### src/rtl/instr_encoder_pkg.sv
// Shared types and constants for the RV32I instruction encoder/loader.
// Immediate range limits apply only when INSTR_ENCODER_RANGE_CHECK_EN is defined.
package instr_encoder_pkg;

    localparam logic [1:0] FMT_I   = 2'd0;
    localparam logic [1:0] FMT_S   = 2'd1;
    localparam logic [1:0] FMT_B   = 2'd2;
    localparam logic [1:0] FMT_RSV = 2'd3;

    localparam logic [6:0] OP_IMM    = 7'b0010011;
    localparam logic [6:0] OP_LOAD   = 7'b0000011;
    localparam logic [6:0] OP_STORE  = 7'b0100011;
    localparam logic [6:0] OP_BRANCH = 7'b1100011;

    localparam int IMM12_MIN = -2048;
    localparam int IMM12_MAX = 2047;
    localparam int IMM13_MIN = -4096;
    localparam int IMM13_MAX = 4094;

    typedef enum logic [1:0] {
        ST_IDLE,
        ST_HOLD,
        ST_FULL
    } state_t;

    typedef struct packed {
        logic [1:0]  fmt;
        logic [6:0]  opcode;
        logic [2:0]  funct3;
        logic [4:0]  rd;
        logic [4:0]  rs1;
        logic [4:0]  rs2;
        logic [31:0] imm;
    } fields_t;

    function automatic logic in_range(input logic [31:0] v,
                                      input int lo,
                                      input int hi);
        return ($signed(v) >= lo) && ($signed(v) <= hi);
    endfunction

endpackage

### src/rtl/instr_pack.sv
// Combinational RV32I I/S/B field packer with reject detection.
// INSTR_ENCODER_RANGE_CHECK_EN adds immediate range/alignment rejection.
module instr_pack
    import instr_encoder_pkg::*;
(
    input  fields_t     f,
    output logic [31:0] instr,
    output logic        reject
);

    logic is_i;
    logic is_s;
    logic is_b;
    logic fmt_bad;
    logic range_bad;

    assign is_i = (f.fmt == FMT_I);
    assign is_s = (f.fmt == FMT_S);
    assign is_b = (f.fmt == FMT_B);

    always_comb begin
        instr   = '0;
        fmt_bad = 1'b0;
        unique case (1'b1)
            is_i: instr = {f.imm[11:0], f.rs1, f.funct3,
                           f.rd, f.opcode};
            is_s: instr = {f.imm[11:5], f.rs2, f.rs1, f.funct3,
                           f.imm[4:0], f.opcode};
            is_b: instr = {f.imm[12], f.imm[10:5], f.rs2, f.rs1,
                           f.funct3, f.imm[4:1], f.imm[11],
                           f.opcode};
            default: fmt_bad = 1'b1;
        endcase
    end

`ifdef INSTR_ENCODER_RANGE_CHECK_EN
    // Branch offsets must also be halfword aligned.
    always_comb begin
        range_bad = 1'b0;
        unique case (1'b1)
            is_i, is_s:
                range_bad = !in_range(f.imm, IMM12_MIN, IMM12_MAX);
            is_b:
                range_bad = !in_range(f.imm, IMM13_MIN, IMM13_MAX)
                            || f.imm[0];
            default: range_bad = 1'b0;
        endcase
    end
`else
    logic imm_hi_unused;
    assign imm_hi_unused = ^f.imm[31:13];
    assign range_bad     = 1'b0;
`endif

    assign reject = fmt_bad | range_bad;

endmodule

### src/rtl/instr_encoder.sv
// Test-program loader: encodes I/S/B field bundles and streams words out.
// Optional immediate range checking via INSTR_ENCODER_RANGE_CHECK_EN.
module instr_encoder
    import instr_encoder_pkg::*;
#(
    parameter int DEPTH  = 64,
    parameter int ADDR_W = 32
) (
    input  logic                       clk,
    input  logic                       rst,
    input  logic                       in_valid,
    output logic                       in_ready,
    input  logic [1:0]                 fmt,
    input  logic [6:0]                 opcode,
    input  logic [2:0]                 funct3,
    input  logic [4:0]                 rd,
    input  logic [4:0]                 rs1,
    input  logic [4:0]                 rs2,
    input  logic [31:0]                imm,
    output logic                       out_valid,
    input  logic                       out_ready,
    output logic [31:0]                out_instr,
    output logic [ADDR_W-1:0]          out_addr,
    output logic                       err,
    output logic                       full,
    output logic [$clog2(DEPTH):0]     count
);

    localparam int CW = $clog2(DEPTH) + 1;

    state_t      state;
    fields_t     fin;
    logic [31:0] packed_w;
    logic        rejected;
    logic [CW-1:0] count_inc;

    assign fin.fmt    = fmt;
    assign fin.opcode = opcode;
    assign fin.funct3 = funct3;
    assign fin.rd     = rd;
    assign fin.rs1    = rs1;
    assign fin.rs2    = rs2;
    assign fin.imm    = imm;

    instr_pack u_pack (
        .f      (fin),
        .instr  (packed_w),
        .reject (rejected)
    );

    assign count_inc = count + CW'(1);

    // Handshake flags are registered alongside the state so every
    // output comes straight from a flop.
    always_ff @(posedge clk) begin
        if (rst) begin
            state     <= ST_IDLE;
            in_ready  <= 1'b1;
            out_valid <= 1'b0;
            out_instr <= '0;
            out_addr  <= '0;
            err       <= 1'b0;
            full      <= 1'b0;
            count     <= '0;
        end else begin
            err <= 1'b0;
            unique case (state)
                ST_IDLE: begin
                    if (in_valid) begin
                        if (rejected) begin
                            err <= 1'b1;
                        end else begin
                            out_instr <= packed_w;
                            out_valid <= 1'b1;
                            in_ready  <= 1'b0;
                            state     <= ST_HOLD;
                        end
                    end
                end
                ST_HOLD: begin
                    if (out_ready) begin
                        count     <= count_inc;
                        out_addr  <= out_addr + ADDR_W'(4);
                        out_valid <= 1'b0;
                        if (count_inc == CW'(DEPTH)) begin
                            full  <= 1'b1;
                            state <= ST_FULL;
                        end else begin
                            in_ready <= 1'b1;
                            state    <= ST_IDLE;
                        end
                    end
                end
                ST_FULL: begin
                    in_ready  <= 1'b0;
                    out_valid <= 1'b0;
                    full      <= 1'b1;
                end
                default: begin
                    state    <= ST_IDLE;
                    in_ready <= 1'b1;
                end
            endcase
        end
    end

endmodule
### config.mk
export PLATFORM = sky130hd
export DESIGN_NAME = instr_encoder
export DESIGN_NICKNAME = d
export VERILOG_FILES = /design/src/rtl/instr_encoder_pkg.sv /design/src/rtl/instr_pack.sv /design/src/rtl/instr_encoder.sv
export SDC_FILE = /design/constraint.sdc
export NUM_CORES = 1
export LEC_CHECK = 0
export ABC_AREA = 1
export CAP_MARGIN = 10
export CORE_MARGIN = 2
export CORE_UTILIZATION = 31
export CTS_CLUSTER_DIAMETER = 30
export DETAILED_ROUTE_END_ITERATION = 8
export RECOVER_POWER = 25
export SLEW_MARGIN = 40
export SYNTH_ARGS = -nofsm -noshare
export SYNTH_HDL_FRONTEND = slang
export SYNTH_SLANG_ARGS = --single-unit
### constraint.sdc
create_clock -name clk -period 4.6 [get_ports clk]
set_clock_uncertainty 0.2 [all_clocks]
set_input_delay 0.92 -clock clk [delete_from_list [all_inputs] [get_ports clk]]
set_output_delay 0.92 -clock clk [all_outputs]
set_load 0.02 [all_outputs]
==> results of run 1 <==
-- cells by family (layout without fill, tap and decap cells) --
family                   count (synthesis)  in the layout
buffers and inverters                   61            178
XOR/XNOR                                 7              7
AND/OR/NAND/NOR                        229            229
AO/OA/AOI/OAI                           99             99
adder cells (fa/ha/maj)                  6              6
other                                    1              2
flip-flops                              75             75
-- metal layers --
| layer | part of all wire [%] | vias to the layer above |
|---|---|---|
| met5 | 0 | - |
| met4 | 1.4 | 0 |
| li1 | - | 1788 |
| met2 | 48 | 99 |
| met3 | 8.1 | 10 |
| met1 | 42 | 1572 |
-- flip-flops by register name, indices dropped and copies added (netlist names) --
signal,cells
count,7
err,1
full,1
in_ready,1
out_addr,30
out_instr,32
out_valid,1
state,2
-- cell type report --
type                       instances  area (sq um)  share of cell area, %
multi-input combinational        343          1700                   34.5
sequential                        75          1500                   30.6
timing repair buffer             120          1180                   24.1
tap                              140           175                   3.57
inverter                          43           161                   3.29
clock buffer                      11           141                   2.88
clock inverter                     4          51.3                   1.04
-- worst max-delay path: cells and delay by family --
kind,cells,cell delay [ns]
buf+inv,4,1.89
compound gates,2,0.28
simple gates,1,0.09
-- worst paths after layout --
kind | start | endpoint | slack (ns) | cells after the start
setup / recovery | rst | in_ready | 1.46 | 7
hold / removal | in_ready | in_ready | 0.27 | 2
setup reg to reg | state[1] | out_addr[25] | 2.32 | 9
hold reg to reg | in_ready | in_ready | 0.27 | 2
-- Yosys cell counts --
master / count
nand2_2: 2
buf_1: 1
buf_2: 1
o21ai_1: 6
nand4_2: 1
nor3_1: 12
ha_1: 6
clkbuf_1: 13
nand3b_1: 2
inv_2: 1
and2_4: 1
clkbuf_8: 1
nor3_4: 1
nor2_2: 5
a31oi_1: 2
clkinv_1: 4
nand3_4: 1
a21oi_1: 41
o21ai_0: 45
xor2_1: 5
nor3_2: 1
a21o_1: 1
a41oi_1: 1
conb_1: 1
o211ai_1: 2
nor3b_2: 1
nand4_1: 6
nand3_2: 1
buf_4: 2
xnor2_1: 2
nor4_1: 1
o21bai_1: 1
nor3b_1: 1
dfxtp_1: 75
and3_1: 1
nand3_1: 23
nor2_4: 5
nor2_1: 91
nand2_1: 73
inv_1: 38
-- power by group through the flow --
| stage | logic, W | clock network [W] | registers [W] |
|---|---|---|---|
| floorplan | 0.000249 | 0 | 0.000957 |
| global placement | 0.000669 | 0 | 0.000838 |
| detailed placement | 0.000680 | 0 | 0.000841 |
| CTS | 0.000683 | 0.000534 | 0.000829 |
| global route | 0.000728 | 0.000551 | 0.000843 |
| finish | 0.000658 | 0.000504 | 0.000826 |
-- metrics by stage --
step,utilization [%],instances
2_1_floorplan,-,479
3_3_place_gp,43.7,721
3_5_place_dp,43.7,721
4_1_cts,45.5,736
5_1_grt,45.3,736
6_report,45.3,736
==> results.tsv, run 1 <==
metric	value	unit
GR Layer Usage met3	6.52	%
RD Place Congestion	0.847	
Area Overhead vs Synth	42.3	%
post-DR vias/cell	4.71	
Chip Height	110	um
Post-Route WL	9330	um
Worst setup EP type	flip-flop	
Final Setup Violations	0	
initial DRC count	120	
largest net degree at the start of global routing	43	
CP arrival	3.22	ns
worst skew pair latency	0.34	ns
DR pass1 iterations	4	
cell area after synthesis	3450	sq um
CTS root buf	clkbuf_8	
CTS tree	built	
CP Data Required Time	4.68	ns
Pleak	1.91	nW
Cell Rows	38	
Largest stage delay, worst path	0.84	ns
crit path max fanout	42	
clk sinks	75	
Power Density	405	nW/um^2
slew margin rel.	23.6	%
Post-Synthesis Cells	478	
Starting Density	31.8	%
Total Power	0.00199	W
Synth top area share	43.5	%
Hold Crit Class	reg -> reg	
met2 Use GR	28.6	%
post-CTS setup buffers	0	
CTS max path bufs	2	
GRT overflow	0	
vias in the first global route	3434	
CTS resizes	0	
P_int	0.00130	W
main combinational cell family by area after synthesis	simple AND/OR/NAND/NOR gates	
slowest stage cell, crit path	clkbuf_1	
I/O pins	138	
post-synthesis simple-gate area fraction	30.4	%
cts bufs inserted	9	
worst-margin pin slew	1.15	ns
overall routing resource usage	16.2	%
WL per Instance	12.7	um
most frequent cells in the layout	98 x clkdlybuf4s50_1, 92 x nor2_1, 75 x dfxtp_1	
Max Cap Viol	0	
Reg power frac	41.5	%
antenna cells	0	
maximum vdd drop	0.000213	V
drt drc	0	
Final Max Slew Viols	0	
DR vias	3469	
H-tree levels	3	
Seq/Total Area, Yosys	43.5	%
post-placement setup slack	1.53	ns
Fmax	319	MHz
switch share	34.6	%
adder-cell share of the synthesized area	2.17	%
port bufs	116	
Fillers	1133	
Synth Area in Compound Gates	14.8	%
Final Cycle Share	68.2	%
CP Class	in -> reg	
busiest grt layer	met2	
GRT met1 Usage	17.8	%
core area	10800	sq um
design area	4910	sq um
most common cell after layout, fill and taps aside	clkdlybuf4s50_1	
setup_tns	0	ns
Hold Slack	0.271	ns
Worst Setup Start Kind	input pin	
Die Area	12000	sq um
setup ws final	1.46	ns
Post-Synth XOR/XNOR Area	1.78	%
logic gate share of total power	33.1	%
Antenna Nets Post-Route	0	
first-pass GRT wire length	15500	um
ranking of synthesized cells by area	dfxtp_1 43%, nor2_1 9.9%, nand2_1 7.9%	
yosys warns	0	
crit-path cells	dlygate4sd3_1 -> clkbuf_1 -> clkinv_1 -> buf_4 -> o21ai_0 -> o21ai_1 -> nand2_1	
Worst-path clk slew	0.08	ns
share of cells above drive strength 1	5.87	%
area leader, netlist	dfxtp_1	
dpl cell area	4740	sq um
min Tclk post-route	3.14	ns
P_sw	0.000687	W
Yosys reg bits	75	
multiplexer share of the synthesized area	0	%
hpwl dp	6730	um
Clock power frac	25.4	%
# nets final	661	
synth unique cells	40	
final hold violations	0	
Die W	110	um
RSZ-0062 raised after global routing	false	
status	finished clean	
# hold bufs at CTS	0	
Avg Inst Size Synth	7.22	sq um
initial antenna violation count	0	
Note: power is estimated with default switching activity, not from simulation.
==> run 2, diff against run 1 <==
==> constraint.sdc (replaced) <==
create_clock -name clk -period 3.1 [get_ports clk]
set_clock_uncertainty 0.2 [all_clocks]
set_input_delay 0.62 -clock clk [delete_from_list [all_inputs] [get_ports clk]]
set_output_delay 0.62 -clock clk [all_outputs]
set_load 0.02 [all_outputs]
==> run 2 against run 1 <==
Net effect:
- count of clock-buffer cells in the layout is 1 lower
- flip-flop and latch count unchanged
- sequential power rose by 49%
- worst hold slack got worse by 0.011 ns
- sequential share of layout area shrank 0.11 points
- die area did not move
- critical endpoint is now out_addr[27]
==> results.tsv, run 2 (synthesis gave the netlist of run 1 again) <==
metric	value	unit	change
clk sinks	75		unchanged
CP Class	in -> reg		
Post-Layout Cell Count	739		+0.41%
I/O pins	138		unchanged
cts bufs inserted	9		unchanged
Antenna Nets Post-Route	0		unchanged
Clock power frac	24.5	%	-0.9 points
Worst Setup Start Kind	input pin		
WL per Instance	12.7	um	-0.16%
CP arrival	2.51	ns	-0.71 ns
P_sw	0.00103	W	+50%
CTS max path bufs	2		unchanged
crit path max fanout	13		-69%
GRT overflow	0		unchanged
maximum vdd drop	0.000349	V	+63%
Starting Density	31.8	%	unchanged
final hold violations	0		unchanged
Die W	110	um	unchanged
most common cell after layout, fill and taps aside	clkdlybuf4s50_1		
worst-margin pin slew	0.933	ns	-0.213 ns
Die Area	12000	sq um	unchanged
drt drc	0		unchanged
switch share	34.8	%	+0.23 points
RSZ-0062 raised after global routing	false		
hpwl dp	6850	um	+1.8%
Hold Path Depth	2		unchanged
Hold Crit Class	reg -> reg		
logic gate share of total power	33.9	%	+0.8 points
Max Cap Viol	0		unchanged
DR vias	3447		-0.63%
max reg flops	32		unchanged
Final Setup Violations	0		unchanged
initial antenna violation count	0		unchanged
Final Max Slew Viols	0		unchanged
initial DRC count	128		+6.7%
core area	10800	sq um	unchanged
Worst-path clk slew	0.08	ns	about the same
Total Power	0.00296	W	+49%
Top reg by flops	out_instr		
worst hold start	in_ready		
Power Density	600	nW/um^2	+48%
antenna cells	0		unchanged
min Tclk post-route	2.47	ns	
RD Place Congestion	0.854		+0.85%
Cell Rows	38		unchanged
DR pass1 iterations	4		unchanged
placed insts	724		+0.42%
port bufs	116		unchanged
FF-to-FF End	out_addr[27]		
first-pass GRT wire length	15200	um	-1.9%
CTS resizes	0		unchanged
vias in the first global route	3384		-1.5%
Final Cycle Share	79.7	%	
# nets final	664		+0.45%
slew margin rel.	37.7	%	+14 points
setup_tns	0	ns	unchanged
most frequent cells in the layout	114 x clkdlybuf4s50_1, 91 x nor2_1, 75 x dfxtp_1		
Worst R2R Setup Slack	0.83	ns	-1.49 ns
status	finished clean		
Reg power frac	41.6	%	about the same
Area Overhead vs Synth	42.8	%	
Pleak	1.88	nW	-1.9%
CTS tree	built		
CTS root buf	clkbuf_8		
hold endpoint	in_ready		
largest net degree at the start of global routing	39		-9.3%
share of cells above drive strength 1	6.18	%	+0.30 points
# hold bufs at CTS	0		unchanged
overall routing resource usage	15.9	%	-0.30 points
post-DR vias/cell	4.66		-1.0%
Fmax	405	MHz	
Crit Reg-Reg Startpoint	state[1]		
worst reg2reg path depth	12		+3
CP Data Required Time	3.14	ns	-1.54 ns
Regs by FF count	out_instr: 32 flops, out_addr: 30 flops, count: 7 flops		
Worst setup EP type	flip-flop		
H-tree levels	3		unchanged
worst skew pair latency	0.35	ns	about the same
Finished Core Util	45.5	%	+0.16 points
post-CTS setup buffers	0		unchanged
Chip Height	110	um	unchanged
P_int	0.00193	W	+48%
Post-Route WL	9360	um	+0.25%
==> run 2: cell count changes in the layout (fill, tap and decap cells not counted), sizes merged <==
cell           delta
dlygate4sd3      -16
clkdlybuf4s50    +16
clkbuf            -2
clkinvlp          +1
buf               +4
==> run 2: cell type report <==
type,count,area [sq um]
Clock inverter,5,55.1
Tap cell,140,175
Multi-Input combinational cell,343,1700
Sequential cell,75,1500
Fill cell,1112,5910
Inverter,43,161
Clock buffer,10,128
Timing Repair Buffer,123,1210
==> run 2: worst max path at each step <==
stage,start,end
2_1_floorplan,out_addr[2],out_addr[28]
3_3_place_gp,fmt[0],out_instr[7]
3_5_place_dp,out_ready,out_addr[25]
4_1_cts,out_addr[5],out_addr[5]
5_1_grt,out_ready,out_addr[29]
6_report,out_ready,out_addr[27]
==> run 2: worst max-delay path: stages <==
cell and delay, ns:
dlygate4sd3_1 0.56, nand2_1 0.15, clkbuf_1 0.54, nor2_4 0.07, and2_4 0.21, nand3_4 0.08, nor2_4 0.04, nand2_1 0.08
nand2_1 0.05, nand2_1 0.06, nor2_1 0.04
==> run 2: power groups by stage <==
stage	Clock, W	Sequential (W)	Combinational, W
finish	0.000725	0.00123	0.00100
global route	0.000784	0.00125	0.00110
CTS	0.000757	0.00123	0.00102
detailed placement	0	0.00125	0.00102
global placement	0	0.00124	0.000999
floorplan	0	0.00142	0.000370
==> run 2: stage by stage <==
stage / worst slack [ns] / instance area, sq um / hold slack (ns)
finish: 0.629 / 4930 / 0.260
floorplan: 1.37 / 3460 / 0.299
global route: 0.472 / 4930 / 0.276
CTS: 0.830 / 4940 / 0.260
detailed placement: 0.569 / 4760 / 0.247
global placement: 0.468 / 4760 / 0.242
==> run 2: metal layers <==
layer | share of wire (%) | GRT usage, %
met1 | 43 | 17.8
met3 | 7.3 | 5.75
met5 | 0 | 0
met4 | 1.6 | 5.52
met2 | 48 | 27.9
